`src/rtl/serial_adder_pkg.sv`:
```
// serial_adder_pkg
//   Shared definitions for the bit-serial adder: FSM state encoding and the
//   counter-width helper.
package serial_adder_pkg;

    typedef enum logic [1:0] {
        ST_IDLE = 2'd0,
        ST_RUN  = 2'd1,
        ST_DONE = 2'd2
    } state_e;

    // Bit-counter width; a 1-bit adder still needs a 1-bit counter.
    function automatic int unsigned cnt_w(input int unsigned width);
        return (width <= 1) ? 1 : $clog2(width);
    endfunction

endpackage

```
`src/rtl/full_adder_bit.sv`:
```
// full_adder_bit
//   1-bit combinational full adder built from two half adders plus an OR.
//   Ports: a, b, cin (in) -> s, cout (out)
module full_adder_bit (
    input  logic a,
    input  logic b,
    input  logic cin,
    output logic s,
    output logic cout
);

    logic s0;
    logic c0;
    logic c1;

    half_adder u_ha0 (
        .a (a),
        .b (b),
        .s (s0),
        .c (c0)
    );

    half_adder u_ha1 (
        .a (s0),
        .b (cin),
        .s (s),
        .c (c1)
    );

    assign cout = c0 | c1;

endmodule

```
`src/rtl/half_adder.sv`:
```
// half_adder
//   1-bit combinational half adder.
//   Ports: a, b (in)  -> s = a^b, c = a&b (out)
module half_adder (
    input  logic a,
    input  logic b,
    output logic s,
    output logic c
);

    assign s = a ^ b;
    assign c = a & b;

endmodule

```
`src/rtl/serial_adder.sv`:
```
// serial_adder
//   Bit-serial WIDTH-bit adder. Operands are accepted in IDLE, added LSB-first
//   through one full-adder cell over WIDTH RUN cycles, and the result is held
//   in DONE until the consumer handshakes.
//   Optional feature: define SERIAL_ADDER_SUB_EN to add the 'sub' port
//   (sub=1 computes A + ~B + 1; carry_out=1 then means A >= B unsigned).
//   Ports:
//     clk, rst            clock, synchronous active-high reset
//     in_valid/in_ready   operand handshake (a, b, sub sampled on accept)
//     out_valid/out_ready result handshake (sum, carry_out)
//     busy                high while in RUN or DONE
module serial_adder
    import serial_adder_pkg::*;
#(
    parameter int unsigned WIDTH = 8
) (
    input  logic             clk,
    input  logic             rst,
    input  logic             in_valid,
    output logic             in_ready,
    input  logic [WIDTH-1:0] a,
    input  logic [WIDTH-1:0] b,
`ifdef SERIAL_ADDER_SUB_EN
    input  logic             sub,
`endif
    output logic             out_valid,
    input  logic             out_ready,
    output logic [WIDTH-1:0] sum,
    output logic             carry_out,
    output logic             busy
);

    localparam int unsigned     CW       = cnt_w(WIDTH);
    localparam logic [CW-1:0]   CNT_LAST = CW'(WIDTH - 1);

    logic sub_in;
`ifdef SERIAL_ADDER_SUB_EN
    assign sub_in = sub;
`else
    assign sub_in = 1'b0;
`endif

    state_e           state_q;
    logic [WIDTH-1:0] a_sh_q;
    logic [WIDTH-1:0] b_sh_q;
    logic [WIDTH-1:0] sum_sh_q;
    logic [WIDTH-1:0] sum_sh_nxt;
    logic             carry_q;
    logic [CW-1:0]    cnt_q;
    logic             fa_s;
    logic             fa_c;

    full_adder_bit u_fa (
        .a    (a_sh_q[0]),
        .b    (b_sh_q[0]),
        .cin  (carry_q),
        .s    (fa_s),
        .cout (fa_c)
    );

    // New sum bit enters at the MSB so that after WIDTH shifts the LSB lands at bit 0.
    if (WIDTH == 1) begin : g_sum_w1
        assign sum_sh_nxt = fa_s;
    end else begin : g_sum_wn
        assign sum_sh_nxt = {fa_s, sum_sh_q[WIDTH-1:1]};
    end

    always_ff @(posedge clk) begin
        if (rst) begin
            state_q   <= ST_IDLE;
            a_sh_q    <= '0;
            b_sh_q    <= '0;
            sum_sh_q  <= '0;
            carry_q   <= 1'b0;
            cnt_q     <= '0;
            in_ready  <= 1'b1;
            out_valid <= 1'b0;
            sum       <= '0;
            carry_out <= 1'b0;
            busy      <= 1'b0;
        end else begin
            case (state_q)
                ST_IDLE: begin
                    if (in_valid) begin
                        a_sh_q   <= a;
                        // Subtraction is A + ~B + 1: invert B once at load, carry-in of 1.
                        b_sh_q   <= b ^ {WIDTH{sub_in}};
                        carry_q  <= sub_in;
                        sum_sh_q <= '0;
                        cnt_q    <= '0;
                        in_ready <= 1'b0;
                        busy     <= 1'b1;
                        state_q  <= ST_RUN;
                    end
                end
                ST_RUN: begin
                    a_sh_q   <= a_sh_q >> 1;
                    b_sh_q   <= b_sh_q >> 1;
                    sum_sh_q <= sum_sh_nxt;
                    carry_q  <= fa_c;
                    cnt_q    <= cnt_q + 1'b1;
                    if (cnt_q == CNT_LAST) begin
                        sum       <= sum_sh_nxt;
                        carry_out <= fa_c;
                        out_valid <= 1'b1;
                        state_q   <= ST_DONE;
                    end
                end
                ST_DONE: begin
                    if (out_ready) begin
                        out_valid <= 1'b0;
                        in_ready  <= 1'b1;
                        busy      <= 1'b0;
                        state_q   <= ST_IDLE;
                    end
                end
                default: begin
                    out_valid <= 1'b0;
                    in_ready  <= 1'b1;
                    busy      <= 1'b0;
                    state_q   <= ST_IDLE;
                end
            endcase
        end
    end

endmodule
```
`config.mk`:
```
export PLATFORM = sky130hd
export DESIGN_NAME = serial_adder
export DESIGN_NICKNAME = d
export VERILOG_FILES = /design/src/rtl/serial_adder_pkg.sv /design/src/rtl/full_adder_bit.sv /design/src/rtl/half_adder.sv /design/src/rtl/serial_adder.sv
export SDC_FILE = /design/constraint.sdc
export NUM_CORES = 1
export LEC_CHECK = 0
export ABC_AREA = 1
export CAP_MARGIN = 10
export CORE_MARGIN = 2
export CORE_UTILIZATION = 40
export DETAILED_ROUTE_END_ITERATION = 7
export PLACE_DENSITY = 0.59
export SLEW_MARGIN = 20
export SYNTH_ARGS = -nofsm -noshare
export SYNTH_HDL_FRONTEND = slang
export SYNTH_SLANG_ARGS = --single-unit
```
`constraint.sdc`:
```
create_clock -name clk -period 1.7 [get_ports clk]
set_input_delay 0.34 -clock clk [delete_from_list [all_inputs] [get_ports clk]]
set_output_delay 0.34 -clock clk [all_outputs]
set_load 0.02 [all_outputs]
```
==> results of run 1 <==
==> placed cells by master (no fill, tap or decap) <==
master,synthesis,layout
ha_1,2,2
nand2_2,10,10
nand3_1,51,51
dfxtp_1,41,41
o21ai_0,4,4
clkinv_2,1,2
a21oi_1,27,27
inv_2,2,2
clkbuf_8,0,5
buf_12,0,1
inv_1,28,28
nor2_8,1,1
nand2_1,41,41
nor3_1,1,1
a21oi_2,8,8
bufinv_16,0,2
fa_1,1,1
nor2_1,10,10
buf_4,3,6
clkdlybuf4s50_1,0,31
o21a_1,1,1
nand2_4,1,1
==> cells in the mapped netlist (all sizes together), types with 2 or more instances <==
library cell,n
clkbuf,3
ha,2
nand2,52
o21ai,4
a21oi,35
nor2,11
nand3,51
buf,13
dfxtp,41
inv,30
==> power by group through the flow <==
stage / combinational [µW] / sequential (µW) / clock [µW]
after floorplan: 187 / 1050 / 0
after global placement: 266 / 1050 / 0
after detailed placement: 267 / 1050 / 0
after CTS: 267 / 1020 / 935
after global routing: 296 / 1030 / 970
final: 265 / 1020 / 917
==> logic make-up after synthesis <==
logic type	synth area share, %
AND/OR/NAND/NOR	29.07
flip-flops	43.73
AO/OA/AOI/OAI	12.40
buffers and inverters	12.40
adder cells (fa/ha/maj)	2.400
==> registers in the layout (all words and copies together), names as in the netlist, 2 cells and up <==
signal and cells:
cnt_q 3, sum 8, sum_sh_q 7, a_sh_q 8, state_q 2, b_sh_q 8
==> layout make-up <==
type	count	share of cell area, %
multi-input cells	158	35.24
clock buffers	5	2.946
well taps	52	2.785
clock inverters	3	2.785
repair buffers	38	16.07
inverters	31	5.035
flip-flops and latches	41	35.14
==> routing by layer <==
| layer | global-route usage (%) | up-vias | part of all wire [%] |
|---|---|---|---|
| met2 | 25.69 | 37 | 45 |
| met4 | 5.556 | 0 | 1.2 |
| met3 | 3.472 | 5 | 4.6 |
| li1 | - | 849 | - |
| met1 | 20.42 | 719 | 49 |
| met5 | 0 | - | 0 |
==> stage by stage <==
stage / total power (µW) / utilization [%]
after floorplan: 1234 / -
after global placement: 1313 / 49.55
after detailed placement: 1313 / 49.55
after CTS: 2226 / 52.56
after global routing: 2295 / 52.56
final: 2206 / 52.56
==> how the worst max path moves through the flow <==
stage,startpoint,end
after floorplan,cnt_q[0]$_SDFFE_PP0P_,sum[0]$_SDFFE_PP0P_
after global placement,in_valid,a_sh_q[6]$_SDFFE_PP0P_
after detailed placement,in_valid,b_sh_q[1]$_SDFFE_PP0P_
after CTS,sum[1]$_SDFFE_PP0P_,sum[1]
after global routing,sum[1]$_SDFFE_PP0P_,sum[1]
final,sum[1]$_SDFFE_PP0P_,sum[1]
==> metrics.cfg, run 1 <==
[run_status]
status = complete, no violations

[worst_setup_path]
worstPathRequired_ps = 1360
rr_startpoint = cnt_q[0]$_SDFFE_PP0P_
cp_num_buf_inv = 1
criticalPathCategory = flop to output port
reg2reg_to = sum[3]$_SDFFE_PP0P_
critPathSlowestCell = clkdlybuf4s50_1
arrival_ps = 1250
cp_num_cells = 1
reg2reg_setup_slack_ps = 290
crit_chain = clkdlybuf4s50_1
r2r_cells = 7
cp-end-kind = output port
start_kind = flop
crit_fanout = 2
crit_family = buffers and inverters
slowest_delay_ps = 610

[floorplan]
start_util_pct = 42.23
die_h_um = 72.50
row_count = 24
die_area_um2 = 5256
core-area_um2 = 4444
pin_count = 32
die_w_um = 72.50

[sta]
slew_headroom_pct = 79.02
hold_ws_ps = 462.0
hold_violations = 0
slew_viol_final = 0
fin_crit_sh_pct = 93.47
min_period_ps = 1589
worstMarginPinSlew_ps = 311.4
clock_skew_ps = 8.934
setup_slack_ps = 111.0
max_freq_mhz = 629.3
setup_tns_ps = 0
setup_violations = 0
rsz0062_at_grt = no

[pwr]
seqPwrFrac_pct = 46.4
p_leak_uw = 0.0009584
comb_power_share_pct = 12.0
p_sw_share_pct = 22.83
power_density_nw_per_um2 = 944.4
p_sw_uw = 503.7
clockPowerShare_pct = 41.6
internal-power_uw = 1702
peakVddDrop_uv = 600.0

[min_path]
min_delay_path_depth = 1
min_from = cnt_q[0]$_SDFFE_PP0P_
hold_path_end = cnt_q[0]$_SDFFE_PP0P_
hp-class = flop to flop

[run]
maxCapViolCount = 0

[clock_tree]
cts_buffers = 5
root_buffer = clkbuf_8
clk_path_buf_depth = 2
clk_pin_slew_ps = 80
htree_levels = 2
cts_hold_buffers = 0
cts_resized = 0
cts_setup_buffers = 0
cts_sinks = 41
cts_tree = yes
insertion_delay_ps = 290

[synthesis]
yosys-top-cells-area = dfxtp_1 (44%), nand3_1 (14%), nand2_1 (8.2%), a21oi_1 (7.2%), inv_1 (5.6%)
yosysWarnings = 0
postSynthCellCount = 246
ys_seq_elements = 41
syn-cell-area_um2 = 1877
ys_seq_area_share_pct = 43.73
yosysTopAreaCell = dfxtp_1
synth.top_cell.area_share_pct = 43.73
async_flop_share_pct = 0
syn-num-nets = 269
synth_flop_cell = dfxtp_1
syn_area_per_cell_um2 = 7.629
synth_edf_count = 0
ys_types = 21

[global_routing]
grt_pass1_wl_mm = 6.568
gr-total-overflow = 0
antenna_found_initial = 0
grt_pass1_vias = 1527
grt_max_degree = 35
track_usage_pct = 15.69

[drt]
vias = 1610
firstDrtPassIters = 4
drt_iter0_drc = 88
wl_per_cell_um = 11.64
routed_wl_mm = 3.817
drcViolationCount = 0
drtAntennaViolNets = 0
via_per_inst = 4.909

[place]
dpl_cell_area_um2 = 2202
placedCellCount = 320
place_ws_ps = 149.5
numPortBuffers = 31
place_congestion = 0.7329
hpwl_mm = 2.532

[finish]
fin_cells = 328
diodes = 0
multi_input_area_um2 = 823.3
syn2layout_area_growth_pct = 24.47
regArea_um2 = 820.8
nNetsFinal = 298
final_design_area_no_fill_um2 = 2336
drive_gt1_share_pct = 13.77
fillCellCount = 438

(Power assumes the default switching activity.)
==> run 2: changes to the inputs <==
--- a/config.mk
+++ b/config.mk
@@ -8,9 +8,9 @@
 export ABC_AREA = 1
 export CAP_MARGIN = 10
 export CORE_MARGIN = 2
-export CORE_UTILIZATION = 40
+export CORE_UTILIZATION = 36
 export DETAILED_ROUTE_END_ITERATION = 7
-export PLACE_DENSITY = 0.59
+export PLACE_DENSITY = 0.54
 export SLEW_MARGIN = 20
 export SYNTH_ARGS = -nofsm -noshare
 export SYNTH_HDL_FRONTEND = slang
==> constraint.sdc (replaced) <==
create_clock -name clk -period 1.7 [get_ports clk]
set_input_delay 0.34 -clock clk [delete_from_list [all_inputs] [get_ports clk]]
set_output_delay 0.34 -clock clk [all_outputs]
set_load 0.01 [all_outputs]
==> metrics.cfg, run 2 (synthesis results as in run 1) <==
[run_status]
status = complete, no violations

[finish]
final_common_cell = nand3_1
diodes = 0  ; unchanged
syn2layout_area_growth_pct = 23.80
nNetsFinal = 299  ; +0.34%
mostFrequentLayoutCells = nand3_1 (51), nand2_1 (41), dfxtp_1 (41)
fin_cells = 346  ; +5.5%
fillCellCount = 548  ; +25%
largestRegisters = a_sh_q (8), b_sh_q (8), sum (8)
drive_gt1_share_pct = 13.77  ; unchanged

[floorplan]
die_area_um2 = 5807  ; +10%
core-area_um2 = 5075  ; +14%
die_w_um = 76.21  ; +5.1%
row_count = 26  ; +8.3%
start_util_pct = 36.98  ; -5.2 points
pin_count = 32  ; unchanged
die_h_um = 76.21  ; +5.1%

[sta]
fin_crit_sh_pct = 89.60  ; -3.9 points
setup_violations = 0  ; unchanged
setup_tns_ps = 0  ; unchanged
slew_viol_final = 0  ; unchanged
slew_headroom_pct = 75.29  ; -3.7 points
setup_slack_ps = 176.8  ; +65.75 ps
rsz0062_at_grt = no
worstMarginPinSlew_ps = 366.8  ; +55.39 ps
hold_violations = 0  ; unchanged
clock_skew_ps = 4.015  ; -4.919 ps
min_period_ps = 1523  ; -65.75 ps
max_freq_mhz = 656.5  ; +4.3%

[global_routing]
grt_max_degree = 20  ; -43%
gr-total-overflow = 0  ; unchanged
grt_pass1_wl_mm = 7.279  ; +11%
antenna_found_initial = 0  ; unchanged
grt_pass1_vias = 1561  ; +2.2%
track_usage_pct = 15.00  ; -0.68 points

[place]
numPortBuffers = 31  ; unchanged
place_congestion = 0.7497  ; +2.3%
placedCellCount = 339  ; +5.9%
hpwl_mm = 2.738  ; +8.1%
place_ws_ps = 149.2  ; -0.3860 ps

[drt]
vias = 1630  ; +1.2%
drtAntennaViolNets = 0  ; unchanged
via_per_inst = 4.711  ; -4.0%
firstDrtPassIters = 4  ; unchanged
wl_per_cell_um = 11.68  ; +0.41%
drcViolationCount = 0  ; unchanged
routed_wl_mm = 4.043  ; +5.9%
drt_iter0_drc = 77  ; -13%

[worst_setup_path]
crit_chain = clkdlybuf4s50_1
criticalPathCategory = flop to output port
critPathSlowestCell = clkdlybuf4s50_1
crit_fanout = 2  ; unchanged
worstPathRequired_ps = 1360  ; about the same
start_kind = flop
cp_num_buf_inv = 1  ; unchanged
slowest_delay_ps = 540  ; -70 ps
arrival_ps = 1180  ; -70 ps
cp-end-kind = output port
crit_family = buffers and inverters

[clock_tree]
root_buffer = clkbuf_8
clk_pin_slew_ps = 80  ; about the same
cts_tree = yes
clk_path_buf_depth = 2  ; unchanged
cts_sinks = 41  ; unchanged
cts_hold_buffers = 0  ; unchanged
insertion_delay_ps = 290  ; about the same
cts_resized = 0  ; unchanged
htree_levels = 2  ; unchanged
cts_buffers = 5  ; unchanged
cts_setup_buffers = 0  ; unchanged

[pwr]
peakVddDrop_uv = 389.1  ; -35%
power_density_nw_per_um2 = 878.8  ; -6.9%
p_leak_uw = 0.0009435  ; -1.6%

[run]
maxCapViolCount = 0  ; unchanged

[min_path]
hp-class = flop to flop

-- run 2: area by class of cell --
class | count | area [µm²] | share of cell area [%]
Inverter | 31 | 117.6 | 5.062
Tap cell | 70 | 87.58 | 3.770
Multi-Input combinational cell | 158 | 823.3 | 35.43
Sequential cell | 41 | 820.8 | 35.33
Clock buffer | 5 | 68.82 | 2.962
Clock inverter | 2 | 35.03 | 1.508
Timing Repair Buffer | 39 | 370.4 | 15.94
-- run 2: layer usage --
layer	share of wire (%)	GRT usage (%)	wire length, µm
met4	1.2	4.909	50
met1	50	19.55	2027
met2	45	24.07	1808
met3	3.9	4.147	157
met5	0	0	0
-- run 2: stage by stage --
stage / total power [µW] / cell area, µm² / hold slack, ps / util [%]
floorplan: 1231 / 1877 / 428.5 / -
global placement: 1315 / 2220 / 450.5 / 43.74
detailed placement: 1313 / 2220 / 446.7 / 43.74
CTS: 2077 / 2323 / 461.3 / 45.78
global route: 2151 / 2323 / 483.9 / 45.78
finish: 2042 / 2323 / 459.0 / 45.78
-- run 2: worst paths after layout --
path,depth (start not counted),from,to,slack (ps)
min reg2reg,1,cnt_q[0]$_SDFFE_PP0P_,cnt_q[0]$_SDFFE_PP0P_,460
max,1,out_valid$_SDFFE_PP0P_,out_valid,180
max reg2reg,7,cnt_q[0]$_SDFFE_PP0P_,sum[0]$_SDFFE_PP0P_,240
min,1,cnt_q[0]$_SDFFE_PP0P_,cnt_q[0]$_SDFFE_PP0P_,460
-- run 2: report_power, final --
part / switching [µW] / total [µW] / internal (µW)
combinational: 143 / 261 / 118
clock: 328 / 754 / 427
sequential: 24.9 / 1030 / 1000
total: 495 / 2040 / 1550
==> run 3: changes to the inputs <==
--- a/config.mk
+++ b/config.mk
@@ -7,10 +7,10 @@
 export LEC_CHECK = 0
 export ABC_AREA = 1
 export CAP_MARGIN = 10
-export CORE_MARGIN = 2
-export CORE_UTILIZATION = 36
+export CORE_MARGIN = 5
+export CORE_UTILIZATION = 30
 export DETAILED_ROUTE_END_ITERATION = 7
-export PLACE_DENSITY = 0.54
+export PLACE_DENSITY = 0.46
 export SLEW_MARGIN = 20
 export SYNTH_ARGS = -nofsm -noshare
 export SYNTH_HDL_FRONTEND = slang
==> metrics.cfg, run 3 (synthesis results as in run 1) <==
[sta]
fin_crit_sh_pct = 89.02  ; -0.58 points
worstMarginPinSlew_ps = 378.4  ; +11.62 ps
slew_headroom_pct = 74.51  ; -0.78 points
clock_skew_ps = 3.790  ; -0.2251 ps
rsz0062_at_grt = no
max_freq_mhz = 660.8  ; +0.65%
setup_violations = 0  ; unchanged
hold_violations = 0  ; unchanged
min_period_ps = 1513  ; -9.811 ps
slew_viol_final = 0  ; unchanged
setup_tns_ps = 0  ; unchanged

[pwr]
p_leak_uw = 0.0009311  ; -1.3%
power_density_nw_per_um2 = 826.5  ; -6.0%
peakVddDrop_uv = 370.8  ; -4.7%

[clock_tree]
cts_setup_buffers = 0  ; unchanged
cts_tree = yes
cts_sinks = 41  ; unchanged
cts_hold_buffers = 0  ; unchanged
insertion_delay_ps = 290  ; about the same
root_buffer = clkbuf_8
cts_resized = 0  ; unchanged
clk_pin_slew_ps = 80  ; about the same
htree_levels = 2  ; unchanged
clk_path_buf_depth = 2  ; unchanged
cts_buffers = 5  ; unchanged

[finish]
final_common_cell = nand3_1
syn2layout_area_growth_pct = 23.40
drive_gt1_share_pct = 12.36  ; -1.4 points
regArea_um2 = 820.8  ; unchanged
diodes = 0  ; unchanged
mostFrequentLayoutCells = nand3_1 (51), nand2_1 (41), dfxtp_1 (41)
nNetsFinal = 297  ; -0.67%
multi_input_area_um2 = 823.3  ; unchanged
utilization_pct = 38.66  ; -7.1 points
fillCellCount = 642  ; +17%
largestRegisters = a_sh_q (8), b_sh_q (8), sum (8)

[drt]
vias = 1630  ; unchanged
drt_iter0_drc = 62  ; -19%
via_per_inst = 4.657  ; -1.1%
firstDrtPassIters = 4  ; unchanged
drtAntennaViolNets = 0  ; unchanged
wl_per_cell_um = 11.95  ; +2.3%
drcViolationCount = 0  ; unchanged
routed_wl_mm = 4.182  ; +3.4%

[worst_setup_path]
crit_chain = clkdlybuf4s50_1
cp_num_buf_inv = 1  ; unchanged
slowest_delay_ps = 540  ; about the same
critPathSlowestCell = clkdlybuf4s50_1
cp-end-kind = output port
start_kind = flop
reg2reg_to = a_sh_q[0]$_SDFFE_PP0P_
crit_family = buffers and inverters
rr_startpoint = state_q[1]$_SDFFE_PP0P_
r2r_cells = 5  ; -2
criticalPathCategory = flop to output port
worstPathRequired_ps = 1360  ; about the same
crit_fanout = 2  ; unchanged
arrival_ps = 1170  ; about the same
reg2reg_setup_slack_ps = 300  ; +60 ps

[floorplan]
die_h_um = 89.10  ; +17%
row_count = 28  ; +7.7%
pin_count = 32  ; unchanged
die_area_um2 = 7938  ; +37%
core-area_um2 = 5991  ; +18%
die_w_um = 89.10  ; +17%
start_util_pct = 31.33  ; -5.7 points

[global_routing]
gr-total-overflow = 0  ; unchanged
met2_usage_pct = 17.68  ; -6.4 points
grt_max_degree = 27  ; +35%
grt_pass1_wl_mm = 7.127  ; -2.1%
use_met3_pct = 2.857  ; -1.3 points
antenna_found_initial = 0  ; unchanged
top_usage_layer = met2
track_usage_pct = 11.45  ; -3.6 points
grt_pass1_vias = 1559  ; -0.13%
grt_util_met1_pct = 15.36  ; -4.2 points

[run_status]
status = complete, no violations

[min_path]
hold_path_end = cnt_q[0]$_SDFFE_PP0P_
min_from = cnt_q[0]$_SDFFE_PP0P_
hp-class = flop to flop
min_delay_path_depth = 1  ; unchanged

[run]
maxCapViolCount = 0  ; unchanged

[place]
place_congestion = 0.6871  ; -8.4%
hpwl_mm = 2.821  ; +3.1%
numPortBuffers = 31  ; unchanged

[run 3: cell count changes in the layout (fill, tap and decap cells not counted)]
cell and change:
clkbuf_1 +3, buf_12 +2, buf_4 -4, bufinv_16 -1
clkinv_2 -1
[run 3: cell type report]
cell class	instances	area share [%]
clock buffers	8	3.458
inverters	31	5.078
multi-input cells	158	35.55
flip-flops and latches	41	35.44
well taps	75	4.052
repair buffers	37	16.42
[run 3: worst max-delay path by stage]
stage,to,startpoint,depth (start not counted)
after floorplan,sum[0]$_SDFFE_PP0P_,cnt_q[0]$_SDFFE_PP0P_,7
after detailed placement,a_sh_q[0]$_SDFFE_PP0P_,in_valid,5
after CTS,sum[4],sum[4]$_SDFFE_PP0P_,1
after global placement,a_sh_q[5]$_SDFFE_PP0P_,in_valid,7
after global routing,sum[7],sum[7]$_SDFFE_PP0P_,1
final,sum[7],sum[7]$_SDFFE_PP0P_,1
[run 3: routing by layer]
layer	up-vias	wire length [µm]	share of wire (%)
met5	-	0	0
met3	6	205	4.9
li1	849	-	-
met1	747	2067	49
met2	28	1846	44
met4	0	62	1.5
[run 3: stage by stage]
step                power, µW  worst slack [ps]  cells  area [µm²]  hold WS, ps
floorplan                1231             395.2    246        1877        428.5
global placement         1322             114.2    342        2236        448.2
detailed placement       1321             98.06    342        2236        452.0
CTS                      1931             174.2    350        2316        464.8
global route             2001             127.6    350        2316        473.6
finish                   1914             186.6    350        2316        459.4
[run 3: power by group]
part           internal (µW)  switching, µW  total [µW]  leakage [µW]
Clock                    292            329         621     0.0000395
Sequential              1000           23.7        1030      0.000335
Combinational            122            145         268      0.000557
